==> config.mk <==
export PLATFORM = sky130hd
export DESIGN_NAME = uart_param_core
export DESIGN_NICKNAME = d
export VERILOG_FILES = /design/src/rtl/uart_param_core.sv
export SDC_FILE = /design/constraint.sdc
export NUM_CORES = 1
export LEC_CHECK = 0
export ABC_AREA = 1
export CORE_MARGIN = 5
export CORE_UTILIZATION = 35
export DETAILED_ROUTE_END_ITERATION = 10
export PLACE_DENSITY = 0.56
export SLEW_MARGIN = 10
export SYNTH_ARGS = -nofsm -noshare
export SYNTH_HDL_FRONTEND = slang
export SYNTH_SLANG_ARGS = --single-unit
==> constraint.sdc <==
create_clock -name clk -period 2.2 [get_ports clk]
set_input_delay 0.44 -clock clk [delete_from_list [all_inputs] [get_ports clk]]
set_output_delay 0.44 -clock clk [all_outputs]
set_load 0.02 [all_outputs]
==> src/rtl/uart_param_core.sv <==
// Full-duplex UART with configurable frame (data bits, parity, stop bits), oversampled
// receiver with synchroniser, glitch rejection, 3-sample majority vote and break handling.
module uart_param_core #(
  parameter int DATA_BITS  = 8,
  parameter int PARITY     = 0,
  parameter int STOP_BITS  = 1,
  parameter int OVERSAMPLE = 16,
  parameter int DIV_W      = 16
) (
  input  logic                 clk,
  input  logic                 reset,
  input  logic [DIV_W-1:0]     baud_div,
  input  logic                 tx_start,
  input  logic [DATA_BITS-1:0] tx_data,
  output logic                 tx,
  output logic                 tx_busy,
  output logic                 tx_done,
  input  logic                 rx,
  output logic [DATA_BITS-1:0] rx_data,
  output logic                 rx_valid,
  output logic                 rx_parity_err,
  output logic                 rx_frame_err,
  output logic                 rx_busy
);

  localparam int OS_W  = $clog2(OVERSAMPLE);
  localparam int BIT_W = 4;
  localparam logic [OS_W-1:0]  TICK_LAST = OS_W'(OVERSAMPLE - 1);
  localparam logic [OS_W-1:0]  TICK_S0   = OS_W'(OVERSAMPLE / 2 - 1);
  localparam logic [OS_W-1:0]  TICK_S1   = OS_W'(OVERSAMPLE / 2);
  localparam logic [OS_W-1:0]  TICK_S2   = OS_W'(OVERSAMPLE / 2 + 1);
  localparam logic [BIT_W-1:0] DATA_LAST = BIT_W'(DATA_BITS - 1);
  localparam logic [BIT_W-1:0] STOP_LAST = BIT_W'(STOP_BITS - 1);
  localparam logic             PAR_ODD   = (PARITY == 1);

  typedef enum logic [2:0] {S_IDLE, S_START, S_DATA, S_PARITY, S_STOP, S_BREAK} state_t;

  state_t               tx_state_reg;
  logic [DIV_W-1:0]     tx_div_reg;
  logic [DIV_W-1:0]     tx_pre_reg;
  logic [OS_W-1:0]      tx_tick_reg;
  logic [BIT_W-1:0]     tx_bit_reg;
  logic [DATA_BITS-1:0] tx_shift_reg;
  logic                 tx_par_reg;
  logic                 tx_bit_end;

  assign tx_bit_end = (tx_pre_reg == tx_div_reg) && (tx_tick_reg == TICK_LAST);

  always_ff @(posedge clk or negedge reset) begin
    if (!reset) begin
      tx_state_reg <= S_IDLE;
      tx_div_reg   <= '0;
      tx_pre_reg   <= '0;
      tx_tick_reg  <= '0;
      tx_bit_reg   <= '0;
      tx_shift_reg <= '0;
      tx_par_reg   <= 1'b0;
      tx           <= 1'b1;
      tx_busy      <= 1'b0;
      tx_done      <= 1'b0;
    end else begin
      tx_done <= 1'b0;
      if (tx_state_reg == S_IDLE) begin
        tx <= 1'b1;
        if (tx_start) begin
          tx_state_reg <= S_START;
          tx_busy      <= 1'b1;
          tx           <= 1'b0;
          tx_shift_reg <= tx_data;
          tx_par_reg   <= (^tx_data) ^ PAR_ODD;
          tx_div_reg   <= baud_div;
          tx_pre_reg   <= '0;
          tx_tick_reg  <= '0;
          tx_bit_reg   <= '0;
        end
      end else begin
        if (tx_pre_reg == tx_div_reg) begin
          tx_pre_reg  <= '0;
          tx_tick_reg <= (tx_tick_reg == TICK_LAST) ? '0 : tx_tick_reg + 1'b1;
        end else begin
          tx_pre_reg <= tx_pre_reg + 1'b1;
        end
        if (tx_bit_end) begin
          case (tx_state_reg)
            S_START: begin
              tx_state_reg <= S_DATA;
              tx           <= tx_shift_reg[0];
            end
            S_DATA: begin
              if (tx_bit_reg == DATA_LAST) begin
                tx_bit_reg <= '0;
                if (PARITY != 0) begin
                  tx_state_reg <= S_PARITY;
                  tx           <= tx_par_reg;
                end else begin
                  tx_state_reg <= S_STOP;
                  tx           <= 1'b1;
                end
              end else begin
                // next bit is presented from bit 1 before the shift lands
                tx_bit_reg   <= tx_bit_reg + 1'b1;
                tx           <= tx_shift_reg[1];
                tx_shift_reg <= tx_shift_reg >> 1;
              end
            end
            S_PARITY: begin
              tx_state_reg <= S_STOP;
              tx           <= 1'b1;
            end
            S_STOP: begin
              if (tx_bit_reg == STOP_LAST) begin
                tx_state_reg <= S_IDLE;
                tx_busy      <= 1'b0;
                tx_done      <= 1'b1;
              end else begin
                tx_bit_reg <= tx_bit_reg + 1'b1;
              end
            end
            default: tx_state_reg <= S_IDLE;
          endcase
        end
      end
    end
  end

  state_t               rx_state_reg;
  logic [1:0]           rx_sync_reg;
  logic [DIV_W-1:0]     rx_div_reg;
  logic [DIV_W-1:0]     rx_pre_reg;
  logic [OS_W-1:0]      rx_tick_reg;
  logic [BIT_W-1:0]     rx_bit_reg;
  logic [DATA_BITS-1:0] rx_shift_reg;
  logic                 rx_s0_reg;
  logic                 rx_s1_reg;
  logic                 rx_perr_reg;
  logic                 rx_s;
  logic                 rx_sample;
  logic                 rx_vote;
  logic                 rx_vote_done;
  logic                 rx_bit_end;

  assign rx_s         = rx_sync_reg[1];
  // samples are taken on the first clock of a tick so timing stays exact for any divisor
  assign rx_sample    = (rx_pre_reg == '0);
  assign rx_vote      = (rx_s0_reg & rx_s1_reg) | (rx_s0_reg & rx_s) | (rx_s1_reg & rx_s);
  assign rx_vote_done = rx_sample && (rx_tick_reg == TICK_S2);
  assign rx_bit_end   = (rx_pre_reg == rx_div_reg) && (rx_tick_reg == TICK_LAST);

  always_ff @(posedge clk or negedge reset) begin
    if (!reset) begin
      rx_sync_reg   <= 2'b11;
      rx_state_reg  <= S_IDLE;
      rx_div_reg    <= '0;
      rx_pre_reg    <= '0;
      rx_tick_reg   <= '0;
      rx_bit_reg    <= '0;
      rx_shift_reg  <= '0;
      rx_s0_reg     <= 1'b1;
      rx_s1_reg     <= 1'b1;
      rx_perr_reg   <= 1'b0;
      rx_data       <= '0;
      rx_valid      <= 1'b0;
      rx_parity_err <= 1'b0;
      rx_frame_err  <= 1'b0;
      rx_busy       <= 1'b0;
    end else begin
      rx_sync_reg   <= {rx_sync_reg[0], rx};
      rx_valid      <= 1'b0;
      rx_parity_err <= 1'b0;
      rx_frame_err  <= 1'b0;
      case (rx_state_reg)
        S_IDLE: begin
          if (!rx_s) begin
            rx_state_reg <= S_START;
            rx_busy      <= 1'b1;
            rx_div_reg   <= baud_div;
            rx_pre_reg   <= '0;
            rx_tick_reg  <= '0;
            rx_bit_reg   <= '0;
            rx_perr_reg  <= 1'b0;
          end
        end
        S_BREAK: begin
          if (rx_s) begin
            rx_state_reg <= S_IDLE;
            rx_busy      <= 1'b0;
          end
        end
        default: begin
          if (rx_pre_reg == rx_div_reg) begin
            rx_pre_reg  <= '0;
            rx_tick_reg <= (rx_tick_reg == TICK_LAST) ? '0 : rx_tick_reg + 1'b1;
          end else begin
            rx_pre_reg <= rx_pre_reg + 1'b1;
          end
          if (rx_sample && rx_tick_reg == TICK_S0) rx_s0_reg <= rx_s;
          if (rx_sample && rx_tick_reg == TICK_S1) rx_s1_reg <= rx_s;
          case (rx_state_reg)
            S_START: begin
              if (rx_sample && rx_tick_reg == TICK_S1 && rx_s) begin
                rx_state_reg <= S_IDLE;
                rx_busy      <= 1'b0;
              end else if (rx_bit_end) begin
                rx_state_reg <= S_DATA;
              end
            end
            S_DATA: begin
              if (rx_vote_done) rx_shift_reg <= {rx_vote, rx_shift_reg[DATA_BITS-1:1]};
              if (rx_bit_end) begin
                if (rx_bit_reg == DATA_LAST) begin
                  rx_bit_reg   <= '0;
                  rx_state_reg <= (PARITY != 0) ? S_PARITY : S_STOP;
                end else begin
                  rx_bit_reg <= rx_bit_reg + 1'b1;
                end
              end
            end
            S_PARITY: begin
              if (rx_vote_done) rx_perr_reg <= (^rx_shift_reg) ^ rx_vote ^ PAR_ODD;
              if (rx_bit_end) rx_state_reg <= S_STOP;
            end
            default: begin
              // report as soon as the first stop bit is voted so back-to-back frames fit
              if (rx_vote_done) begin
                rx_valid      <= 1'b1;
                rx_data       <= rx_shift_reg;
                rx_parity_err <= rx_perr_reg;
                rx_frame_err  <= ~rx_vote;
                if (rx_vote) begin
                  rx_state_reg <= S_IDLE;
                  rx_busy      <= 1'b0;
                end else begin
                  rx_state_reg <= S_BREAK;
                end
              end
            end
          endcase
        end
      endcase
    end
  end

endmodule

==> flow_results.org, run 1 <==
** Route
- Signal routing reaches up to met4.
- Detailed routing placed a total of 438 um of wire on met3.
- Summed over all layers, the routed wires come to 14.7 mm.
- Via count :: 5293
- The first routing iteration left 380 violations.
- In this run the remaining antenna-violating nets after routing total 0.
- First drt pass iteration count :: 5
- After detailed routing, the wire length on met1 is 7.18 mm.
- Avg WL per Cell :: 13.0 um
- Vias per cell :: 4.68
- Summed over all nets, wire length on met2 after detailed routing comes to 6.92 mm.
- For this run, design rule violations remaining after detail routing come to 0.

** Setup path
- Required time at the worst-slack endpoint :: 1.76 ns
- Data arrives at the worst endpoint at 1.55 ns.
- Slowest stage delay, CP :: 0.61 ns
- List of cells traversed by the critical path :: clkdlybuf4s50_1
- Buffers and inverters on the worst path :: 1
- Capturing element type of the critical path :: primary output
- Type of origin of the critical path :: flop
- The critical path is of the flop to primary output type.
- Largest delay share family, worst path :: buffers and inverters
- Critical path fanouts, max :: 2
- Slowest-stage cell, CP :: sky130_fd_sc_hd__clkdlybuf4s50_1

** Logic synthesis
- After synthesis, the netlist uses 44 different library cells.
- In this run, synthesis produced a sequential element count of 122.
- Number of nets in the synthesized netlist :: 867
- EDFF count, synth :: 0
- Ys async rst share :: 1.00
- The synthesized netlist occupies a cell area of 6590 sq um.
- After technology mapping, the gate count stands at 829.
- Among all flip-flop cells after synthesis, the most frequent one is sky130_fd_sc_hd__dfrtp_1.
- Sequential share of the synthesized area :: 0.464
- During synthesis, Yosys emitted a total of 0 warnings.
- A synthesized cell averages 7.95 sq um.

** Worst hold path
- Worst hold-check path type :: flop to flop

** Timing
- For the pin with the worst max-slew slack, the measured transition is 0.530 ns.
- Unrepaired setup endpoints after global routing :: no
- Between clock sinks in the finished design, the worst skew comes to 0.00845 ns.
- Measured against its own limit, the worst slew margin works out to 0.643.
- Hold timing on the final database bottoms out at a slack of 0.358 ns.
- In the final timing run, aggregate negative setup slack is 0 ns.
- Period minus WS final :: 1.99 ns
- Final hold violation count :: 0
- In the finished design, the share of the clock period the worst path needs comes to 0.905.
- Slew Limit Fails :: 0
- Fmax :: 502 MHz
- Setup violations remaining at the end of the flow were counted as 0.

** Outcome
- Status :: completed

** Power
- Cell-internal power :: 5.24 mW
- The worst-case IR drop observed on VDD is 560 uV.
- In this run the power density over the cells is 984 nW/um^2.
- Share of total power consumed by net switching :: 0.327
- NetSw :: 2.55 mW
- The share of total power dissipated in the clock network is 0.366.
- Of the total power, registers draw 0.407.
- The share of total power dissipated in combinational logic is 0.226.
- In this run the static leakage power is 3.92 nW.

** Placement
- Including well taps, the total number of placed cells is 1097.
- At the end of routability-driven placement, the weighted congestion stood at 0.856.
- Area after detailed placement :: 7300 sq um
- Post-detail-place hpwl :: 10.5 mm
- Count of input and output buffers :: 42

** Final layout
- Fraction of final layout cells sized beyond drive strength 1 :: 0.122
- Non-filler cells in the finished layout :: 1130
- Final net count :: 921
- After filler insertion, the fill cell instance count of the layout stands at 1909.
- The area growth from synthesis to layout is 20.1%.
- Top library cells by usage in the layout, fill and taps aside :: 248 x sky130_fd_sc_hd__nand2_1, 117 x sky130_fd_sc_hd__dfrtp_1, 93 x sky130_fd_sc_hd__inv_1, 69 x sky130_fd_sc_hd__o21ai_0, 64 x sky130_fd_sc_hd__nor2_1
- Leaving out fill and tap cells, the most frequent cell in the layout is sky130_fd_sc_hd__nand2_1.
- Post-route design area :: 7910 sq um
- At the end of the flow the core is filled with cells to 0.424.
- Antenna diodes :: 0

** Clock tree
- Resized Gates After CTS :: 0
- For this design, the sink count on the clock tree is 122.
- The root buffer cell chosen for the clock tree is sky130_fd_sc_hd__clkbuf_16.
- CTS tree :: done
- Clock latency on the worst-skew pair :: 0.41 ns
- Clock tree buffer depth :: 2
- Deepest level of the CTS H-tree :: 4
- Clock transition at the registers of the reported paths :: 0.06 ns
- TritonCTS created 17 clock buffers.

** Global route
- Entering global routing, the biggest net connects 56 pins.
- The number of global-route vias before repair was 5075.
- The number of antenna violations at the first check in global routing was 0.
- The total overflow left after global routing is 0.
- The first global-routing pass estimated 24.8 mm of wire.
- GRT Overall Usage :: 0.140

** Die
- IO Count :: 43
- Vert. Die Dim :: 147 um
- Core area :: 18600 sq um
- Die Footprint :: 21700 sq um
- Std cell rows :: 50
- For this configuration, the core starts out at a cell density of 0.353.
- Die span in x :: 147 um

** Job
- Max-cap violations in this run came to 0.
## worst paths after layout
| check | start | endpoint | slack, ns | cells past startpoint |
|---|---|---|---|---|
| max in group asynchronous | reset | tx | 1.03 | 3 |
| max reg2reg | tx_pre_reg[6] | tx_shift_reg[7] | 0.30 | 9 |
| min | rx_sync_reg[0] | rx_sync_reg[1] | 0.36 | 0 |
| min reg2reg | rx_sync_reg[0] | rx_sync_reg[1] | 0.36 | 0 |
| min in group asynchronous | reset | rx_pre_reg[3] | 0.51 | 2 |
| max | tx | tx | 0.21 | 1 |
## kinds of logic (layout without fill, tap and decap cells)
| logic type | after synthesis | after routing | synth area share |
|---|---|---|---|
| buffers and inverters | 124 | 191 | 0.0790 |
| xor gates and xnor gates | 37 | 37 | 0.0492 |
| adders and majority gates | 10 | 10 | 0.0190 |
| DFF | 122 | 122 | 0.464 |
| and+or+nand+nor | 423 | 423 | 0.293 |
| AOI/OAI and AO/OA | 113 | 113 | 0.0959 |
## metal layers
layer,global-route usage,vias up
li1,-,2759
met3,0.0324,14
met1,0.191,2452
met4,0.0415,0
met5,0,-
met2,0.223,68
## stage by stage
stage	total power [mW]	worst slack, ns
2_1_floorplan	4.40	0.603
3_3_place_gp	4.97	0.317
3_5_place_dp	4.98	0.292
4_1_cts	7.88	0.178
5_1_grt	8.30	0.0853
6_report	7.79	0.208
## power by group through the flow
stage          logic (mW)  registers, mW  clock network [mW]
6_report             1.76           3.17                2.85
5_1_grt              2.04           3.24                3.02
4_1_cts              1.79           3.18                2.91
3_5_place_dp         1.77           3.21                   0
3_3_place_gp         1.75           3.22                   0
2_1_floorplan        1.32           3.09                   0
## cell usage after synthesis (all sizes together) (9+ instances only)
library cell	count	area [sq um]
o21ai	83	453
dfrtp	117	2930
nand4	26	175
buf	13	93.8
nor3	9	61.3
nor2	77	360
xor2	32	280
ha	10	125
nand3	37	205
nand2	260	1030
o22ai	11	68.8
inv	107	412
a21oi	13	65.1
## area by class of cell
type | count | area, sq um | share of cell area
repair buffers | 52 | 533 | 0.0674
inverters | 107 | 412 | 0.0520
clock buffers | 21 | 460 | 0.0582
clock inverters | 11 | 145 | 0.0183
flip-flops and latches | 122 | 3060 | 0.387
well taps | 234 | 293 | 0.0370
multi-input cells | 583 | 3010 | 0.380
## repair_timing
item,4_1_cts,5_1_grt
endpoints found under the hold margin,21,0
setup buffers,0,0
hold buffers,1,0
Power figures use the tool's default switching activity.
==> inputs of run 2 (changes only) <==
--- a/config.mk
+++ b/config.mk
@@ -5,7 +5,7 @@
 export SDC_FILE = /design/constraint.sdc
 export NUM_CORES = 1
 export LEC_CHECK = 0
-export ABC_AREA = 1
+export CAP_MARGIN = 20
 export CORE_MARGIN = 5
 export CORE_UTILIZATION = 35
 export DETAILED_ROUTE_END_ITERATION = 10
==> constraint.sdc (replaced) <==
create_clock -name clk -period 2.2 [get_ports clk]
set_input_delay 0.22 -clock clk [delete_from_list [all_inputs] [get_ports clk]]
set_output_delay 0.22 -clock clk [all_outputs]
set_load 0.02 [all_outputs]
==> flow_results.org, run 2 <==
** Clock tree
- CTS tree :: done
- TritonCTS Sinks :: 122 (unchanged)
- The number of buffers added by the clock tree synthesis step was 17 (unchanged).
- Clock transition at the registers of the reported paths :: 0.05 ns (about the same)
- The number of buffers between clock root and the deepest sink is 2 (unchanged).
- The tree is rooted in a sky130_fd_sc_hd__clkbuf_16.
- Clock latency on the worst-skew pair :: 0.42 ns (about the same)
- Deepest level of the CTS H-tree :: 4 (unchanged)

** Global route
- The number of global-route vias before repair is 4892 (-3.6%).
- The largest net degree at the start of global routing came to 43 (-23%).
- The global routing usage on met3 was 0.0402 (+0.00780).
- Global routing's busiest layer :: met2
- Met2 Track Usage GR :: 0.240 (+0.0171)
- Initial antenna violation count :: 0 (unchanged)
- The overflow left after global routing came to 0 (unchanged).
- Met1 track demand over resource :: 0.207 (+0.0163)
- The total global-route track usage is 0.152 (+0.0123).
- First-pass GRT wire length :: 24.8 mm (-0.11%)

** Power
- The power density of the placed cells is 719 nW/um^2 (-27%).
- The total design power was 5.66 mW (-27%).
- Standby leakage power :: 3.44 nW (-12%)
- Peak supply drop :: 564 uV (+0.66%)

** Placement
- Count of input and output buffers :: 42 (unchanged)
- The post-place instance area is 7090 sq um (-2.8%).
- Post-placement cell count :: 904 (-18%)
- GPL Wtd Cong :: 0.873 (+1.9%)
- The placed wire-length estimate was 10.3 mm (-1.6%).

** Setup path
- The setup path with the least slack is of type flop to flop.
- The register-to-register setup slack came to 0.09 ns (-0.21 ns).
- The maximum fanout along the worst path was 5 (+3).
- Type of origin of the critical path :: flop
- Tracing the worst setup path back leads to its startpoint at tx_pre_reg[5].
- Reg-to-reg critical path startpoint :: tx_pre_reg[5]
- Required time at the worst-slack endpoint :: 2.53 ns (+0.77 ns)
- STA classifies the critical path endpoint as a flop.
- The critical path arrival is 2.44 ns (+0.89 ns).

** Final layout
- The fraction of final layout cells sized beyond drive strength 1 came to 0.205 (+0.0831).
- Non-filler cells in the finished layout :: 943 (-17%)
- Antenna diodes :: 0 (unchanged)
- The area of all placed cells without fillers was 7880 sq um (-0.43%).
- Most common cell after layout, fill and taps aside :: sky130_fd_sc_hd__dfrtp_1
- The count of nets after finishing came to 744 (-19%).
- From synthesis to final layout, the design area changed by 27.4%.
- Top library cells by usage in the layout, fill and taps aside :: 114 x sky130_fd_sc_hd__dfrtp_1, 100 x sky130_fd_sc_hd__nand2_1, 48 x sky130_fd_sc_hd__o21ai_0, 47 x sky130_fd_sc_hd__buf_4, 41 x sky130_fd_sc_hd__clkdlybuf4s50_1

** Logic synthesis
- The register bit count reported by yosys is 122 (unchanged).
- Post-synthesis area per instance :: 9.88 sq um (+24%)
- Number of warnings issued by yosys :: 0 (unchanged)
- In the post-synthesis netlist, the biggest area contributors are sky130_fd_sc_hd__dfrtp_1 47%, sky130_fd_sc_hd__mux2_2 6.6%, sky130_fd_sc_hd__nand2_1 6.1%.
- Among all flip-flop cells after synthesis, the most frequent one is sky130_fd_sc_hd__dfrtp_1.
- The count of flip-flops with a built-in enable after synthesis is 0 (unchanged).
- Of all cell types, the one taking the most synthesized area is sky130_fd_sc_hd__dfrtp_1.
- The area share of the largest cell type after synthesis came to 0.473 (+0.0290).
- After synthesis, the most frequently instantiated cells are 117 x sky130_fd_sc_hd__dfrtp_1, 100 x sky130_fd_sc_hd__nand2_1, 49 x sky130_fd_sc_hd__o21ai_0.
- Dominant cell by count in the synthesized netlist :: sky130_fd_sc_hd__dfrtp_1
- The share of synthesized registers carrying an async set or reset is 1.00 (unchanged).
- The register area share after synthesis is 0.495 (+0.0303).
- Number of nets in the synthesized netlist :: 664 (-23%)
- Area of the mapped netlist :: 6180 sq um (-6.1%)
- The synthesized instance count was 626 (-24%).
- The number of distinct library cell variants in the gate-level netlist after synthesis came to 54 (+23%).

** Worst hold path
- The startpoint identified for the worst hold timing path is rx.
- Worst hold-check path type :: input pin to flop

** Route
- Avg WL per Cell :: 15.5 um (+19%)
- The number of DRC markers after the initial detailed-route iteration was 303 (-20%).
- The count of unresolved DRC violations after routing came to 0 (unchanged).
- The iteration count of the initial detailed-routing pass came to 5 (unchanged).
- The via count was 4804 (-9.2%).
- The post-route antenna net violation count is 0 (unchanged).
- Vias per cell :: 5.09 (+8.8%)
- The wire length after detailed routing came to 14.6 mm (-0.58%).

** Timing
- The worst relative slew slack came to 0.620 (-0.0234).
- Fmax :: 473 MHz (-5.7%)
- The final setup violation count was 0 (unchanged).
- Worst-margin pin slew :: 0.570 ns (+0.0401 ns)
- Clock Skews :: 0.00898 ns (+0.000530 ns)
- Slew Limit Fails :: 0 (unchanged)
- The minimum period implied by the final worst setup slack is 2.11 ns (+0.121 ns).
- Final hold violation count :: 0 (unchanged)
- Final period utilization :: 0.960 (+0.0552)

** Outcome
- Status :: completed

** Die
- The initial cell density of the core was 0.358 (+0.00414).
- Vert. Die Dim :: 143 um (-2.9%)
- IO Count :: 43 (unchanged)
- The number of rows created at floorplan was 48 (-4.0%).
- The area of the core was 17300 sq um (-7.2%).
- Die span in x :: 143 um (-2.9%)
- Die Footprint :: 20400 sq um (-5.7%)

** Job
- Maximum capacitance violations :: 0 (unchanged)
[run 2: cell types whose count changed in the layout (fill, tap and decap cells not counted), sizes merged, moves of 36 or more]
| cell | change |
|---|---|
| nand2 | -160 |
| buf | +40 |
| xnor2 | +37 |
| inv | -88 |
| mux2 | +36 |
| nor2 | -46 |
[run 2: worst paths after layout]
check,to,cells after the start
setup / recovery,tx_bit_reg[3],7
hold / removal,rx_sync_reg[0],1
setup reg to reg,tx_bit_reg[3],7
hold reg to reg,rx_sync_reg[1],0
max in group asynchronous,tx,3
min in group asynchronous,tx_shift_reg[5],2
[run 2: repair_timing]
| action | CTS | global route |
|---|---|---|
| hold endpoints to repair | 37 | 0 |
| hold buffers | 1 | 0 |
| resized for setup | 1 | 19 |
| pin swaps | 0 | 7 |
| cloned | 0 | 0 |
| buffers inserted | 2 | 5 |
| endpoints found under the setup margin | 10 | 34 |
[run 2: routing by layer]
layer,vias up,part of all wire
li1,2337,-
met1,2354,0.47
met2,99,0.47
met3,14,0.048
met4,0,0.013
met5,-,0
[run 2: metrics by stage]
step | hold slack (ns) | setup slack (ns) | setup TNS (ns) | util
floorplan | -0.0756 | 0.174 | 0 | -
global placement | 0.252 | 0.0485 | 0 | 0.410
detailed placement | 0.251 | -0.0422 | -0.260 | 0.410
CTS | 0.196 | 0.00230 | 0 | 0.448
global route | 0.195 | -0.0259 | -0.147 | 0.455
finish | 0.212 | 0.0870 | 0 | 0.455
[run 2: kinds of logic (layout without fill, tap and decap cells)]
group                    Yosys count  count (layout)  share of synthesized area
AO/OA/AOI/OAI                    102             102                     0.0979
XOR/XNOR                          55              55                     0.0779
adder cells (fa/ha/maj)           11              11                     0.0218
buffers and inverters             51             143                     0.0340
flip-flops                       122             122                      0.495
multiplexers                      47              47                     0.0834
AND/OR/NAND/NOR                  238             238                      0.190
[run 2: area by class of cell]
class / count / area [sq um]
multi-input cells: 453 / 3010
well taps: 225 / 282
repair buffers: 92 / 825
inverters: 20 / 75.1
clock inverters: 8 / 140
flip-flops and latches: 122 / 3060
clock buffers: 23 / 488
fillers: 1612 / 9420
[run 2: critical path: stages, from the launching register on]
cell and delay, ns:
sky130_fd_sc_hd__dfrtp_1 0.39, sky130_fd_sc_hd__xnor2_1 0.26, sky130_fd_sc_hd__nand4_1 0.18, sky130_fd_sc_hd__nor4_4 0.28, sky130_fd_sc_hd__buf_4 0.19, sky130_fd_sc_hd__nand4_2 0.12
sky130_fd_sc_hd__or4_1 0.51, sky130_fd_sc_hd__o21ai_0 0.09
[run 2: power by group]
| part | internal (mW) | switching [mW] | total (mW) |
|---|---|---|---|
| clock | 2.00 | 0.960 | 2.96 |
| combinational | 0.178 | 0.147 | 0.325 |
| sequential | 2.30 | 0.0745 | 2.37 |
==> inputs of run 3 (changes only) <==
--- a/config.mk
+++ b/config.mk
@@ -10,6 +10,7 @@
 export CORE_UTILIZATION = 35
 export DETAILED_ROUTE_END_ITERATION = 10
 export PLACE_DENSITY = 0.56
+export SKIP_LAST_GASP = 1
 export SLEW_MARGIN = 10
 export SYNTH_ARGS = -nofsm -noshare
 export SYNTH_HDL_FRONTEND = slang
==> results of run 3 <==
Same layout as run 2: the final DEF is identical, and so are final timing and power.
